--- src/rtl/count_ones_sd_pkg.sv ---
// Shared types and default parameters for the sequential ones-counter.
package count_ones_sd_pkg;

  typedef enum logic [1:0] {
    S_IDLE  = 2'd0,
    S_COUNT = 2'd1,
    S_DONE  = 2'd2
  } state_t;

  localparam int DEF_COUNTER_SIZE = 3;
  localparam int DEF_WORD_SIZE    = 4;

  // Width of a register able to index word_size bits (at least 1 bit).
  function automatic int idx_width(input int word_size);
    return (word_size > 1) ? $clog2(word_size) : 1;
  endfunction

endpackage

--- src/rtl/count_ones_sd.sv ---
// Purpose: loads a word, counts its set bits one per clock, strobes done; repeats forever.
// Latency: done rises word_size+1 cycles after start; period word_size+2 cycles.
// Backpressure: none; free-running, consumers must take bit_count on the done cycle.
module count_ones_sd
  import count_ones_sd_pkg::*;
#(
  parameter int counter_size = DEF_COUNTER_SIZE,
  parameter int word_size    = DEF_WORD_SIZE
) (
  input  logic                    clk,
  input  logic                    reset,
  output logic [counter_size-1:0] bit_count,
  output logic                    start,
  output logic                    done,
  input  logic [word_size-1:0]    data
);

  localparam int IDX_W = idx_width(word_size);
  localparam logic [IDX_W-1:0] LAST_IDX = IDX_W'(word_size - 1);

  generate
    if (word_size < 1) begin : g_bad_word
      $error("count_ones_sd: word_size must be at least 1");
    end
    if ((2 ** counter_size) <= word_size) begin : g_bad_counter
      $error("count_ones_sd: counter_size too small to hold a count of word_size");
    end
  endgenerate

  state_t                 state;
  logic [word_size-1:0]   shift_reg;
  logic [IDX_W-1:0]       bit_idx;

  always_ff @(posedge clk) begin
    if (!reset) begin
      state     <= S_IDLE;
      bit_count <= '0;
      shift_reg <= '0;
      bit_idx   <= '0;
    end else begin
      case (state)
        S_IDLE: begin
          shift_reg <= data;
          bit_count <= '0;
          bit_idx   <= '0;
          state     <= S_COUNT;
        end
        S_COUNT: begin
          // Fixed-length count: no early exit even if the remaining bits are zero.
          bit_count <= bit_count + counter_size'(shift_reg[0]);
          shift_reg <= shift_reg >> 1;
          bit_idx   <= bit_idx + IDX_W'(1);
          if (bit_idx == LAST_IDX) begin
            state <= S_DONE;
          end
        end
        S_DONE: begin
          state <= S_IDLE;
        end
        default: begin
          state <= S_IDLE;
        end
      endcase
    end
  end

  // Moore decode straight from the state register keeps both strobes glitch-free.
  assign start = (state == S_IDLE);
  assign done  = (state == S_DONE);

endmodule

--- config.mk ---
export PLATFORM = sky130hd
export DESIGN_NAME = count_ones_sd
export DESIGN_NICKNAME = d
export VERILOG_FILES = /design/src/rtl/count_ones_sd_pkg.sv /design/src/rtl/count_ones_sd.sv
export SDC_FILE = /design/constraint.sdc
export NUM_CORES = 1
export LEC_CHECK = 0
export ABC_AREA = 1
export BUFFER_PORTS_ARGS = -buffer_cell sky130_fd_sc_hd__buf_2
export CAP_MARGIN = 40
export CORE_AREA = 8 8 45 47
export CTS_BUF_LIST = sky130_fd_sc_hd__clkbuf_4 sky130_fd_sc_hd__clkbuf_8
export CTS_CLUSTER_DIAMETER = 150
export DETAILED_ROUTE_END_ITERATION = 12
export DIE_AREA = 0 0 53 55
export PLACE_DENSITY = 0.7
export SYNTH_ARGS = -nofsm -noshare
export SYNTH_HDL_FRONTEND = slang
export SYNTH_SLANG_ARGS = --single-unit
--- constraint.sdc ---
create_clock -name clk -period 1.1 [get_ports clk]
set_clock_uncertainty 0.1 [all_clocks]
set_input_delay 0.22 -clock clk [delete_from_list [all_inputs] [get_ports clk]]
set_output_delay 0.22 -clock clk [all_outputs]
set_load 0.1 [all_outputs]
==> impl_results.md <==
- RR Startpoint: state[1]
- Commonest cells after routing, fill and taps aside: 13 x nand2_1, 8 x buf_4, 6 x inv_1, 6 x nand3_1, 6 x buf_6
- Gr ovfl total: 0
- Largest net degree at the start of global routing: 12
- Uppermost layer routed: met4
- Synth-to-Final Area Change: 67.4%
- Fmax: 0.734 GHz
- Port Buffers: 10
- DRT iter0 DRCs: 7
- Pleak: 0.416 nW
- CTS root buffer: clkbuf_4
- Run status: complete, but fails checks
- Power density cells: 998 nW/um^2
- Antenna Cells: 0
- Sink Count: 11
- Worst slew pin tran: 0.218 ns
- Distinct cells, synth: 15
- Met3 Routed Length: 80 microns
- FF+latch count, synth: 11
- Final antenna-violating net count: 0
- Kind of end point of the critical path: primary output
- Routability cong.: 0.715
- Clk buf depth: 2
- Worst reg2reg path depth: 8
- Syn avg cell area: 8.08 sq um
- Wl on met1: 497 microns
- Crit path max fanout: 4
- DR vias/cell: 4.72
- Rel. slew slack: 85.5%
- Leading cell type in the layout, fill and taps excluded: nand2_1
- DR WL met2: 775 microns
- Register area share after synthesis: 41.9%
- DRT Pass-1 Iters: 4
- Worst slack, placed: -0.0390 ns
- WL per Instance: 13.0 microns
- Min Tclk post-route: 1.36 ns
- DP Wirelength: 776 microns
- First-pass GRT wire length: 1.77 mm
- RR Endpoint: shift_reg[0]
- Vias in the first global route: 451
- Peak VDD IR: 0.000550 V
- Final nets: 100
- Reg2Reg Setup Slack: -0.14 ns
- Critical Path Source: state[1]
- Max reg flops: 4
- Layout cells sized above 1: 57.8%
- Failing checks: setup timing
- Total core area: 1380 sq um
- Number of buffers created by CTS: 3
- Reg clk slew, reported paths: 0.07 ns
- Clock Latency Late Sink: 0.27 ns
- Hold WS: 0.0993 ns
- Max-slew violation count: 0
- Die height: 55 microns
- FP Rows: 14
- Critical path required time: 0.78 ns
- Initial antenna violation count: 0
- Crit path to: start
- CP startpoint kind: flop
- Period utilization: 124%
- Die area: 2920 sq um
- Syn Nets: 74
- # setup viols final: 10
- Critical path class: flop to primary output
- Final worst slack: -0.262 ns
- Final Hold Viols: 0
- H-tree levels: 1
- Die width: 53 microns
- Yosys warns: 0
- Setup TNS: -1.15 ns
- Max Cap Viol: 0
- CTS tree: built
- DRC viols: 0
- Cell count after synthesis: 65
- IO Pins: 11
- GRT Overall Usage: 8.37%
- Cell area after synthesis: 526 sq um
- Min-delay worst type: input port to flop
- Wirelength, routed: 1.38 mm
- Starting Density: 38.0%
- RSZ-0062 raised after global routing: true
- Vias: 500
- Critical Path AT: 1.04 ns
- Fill cell count: 112
- Final core utilization: 63.6%
[how the worst min path moves through the flow]
stage                  from           end  slack, ns  depth (start not counted)
6_report            data[3]  shift_reg[3]        0.1                          3
4_1_cts             data[3]  shift_reg[3]       0.09                          3
3_5_place_dp   shift_reg[3]  shift_reg[3]       0.36                          2
5_1_grt             data[3]  shift_reg[3]       0.10                          3
2_1_floorplan       data[3]  shift_reg[3]       0.26                          2
3_3_place_gp   shift_reg[3]  shift_reg[3]       0.36                          2
[layer usage]
layer	vias to the layer above	track usage, %
met5	-	0
met4	0	9.05
met3	2	2.14
met2	10	14.3
met1	233	7.77
li1	255	-
[cell type report]
type / count / area, sq um / area share [%]
Multi-Input combinational cell: 42 / 305 / 34.7
Timing Repair Buffer: 24 / 253 / 28.7
Sequential cell: 11 / 235 / 26.7
Inverter: 9 / 36.3 / 4.13
Clock buffer: 4 / 30.0 / 3.41
Tap cell: 16 / 20.0 / 2.28
[metrics by stage]
step / std cells / cell area, sq um / power, mW
finish: 106 / 880 / 0.878
global route: 106 / 880 / 0.924
CTS: 103 / 816 / 0.870
detailed placement: 96 / 748 / 0.558
global placement: 96 / 748 / 0.556
floorplan: 65 / 573 / 0.517
[synth_stat cells (all sizes together)]
cell type,count,area share [%]
o21bai,1,1.4
dfxtp,11,42
buf,3,5.0
o21ai,3,5.0
inv,9,6.9
ha,3,7.1
a21oi,2,1.9
nand3,10,10
a21boi,1,1.4
nor2,6,7.4
nand2,16,11
[cells by family (layout without fill, tap and decap cells)]
group / Yosys count / count (layout) / share of synthesized area, %
AOI/OAI and AO/OA: 7 / 7 / 9.76
adders and majority gates: 3 / 3 / 7.14
buffers and inverters: 12 / 37 / 11.9
DFF: 11 / 11 / 41.9
and+or+nand+nor: 32 / 32 / 29.3
[power breakdown]
group	switching [mW]	leakage, nW	internal, mW	total [mW]
Clock	0.140	0.0184	0.165	0.305
Sequential	0.0127	0.0934	0.409	0.422
Combinational	0.0840	0.304	0.0671	0.151
[repair_timing]
item	in CTS	in global routing
setup buffers	3	3
pin swaps	2	3
resized for setup	6	11
hold buffers	0	0
endpoints found under the setup margin	6	9
[critical path, cell delays in order, from the launching register on]
cell     delay [ns]
dfxtp_4        0.37
buf_6          0.13
nor2_8         0.09
buf_12         0.18
Note: power is estimated with default switching activity, not from simulation.
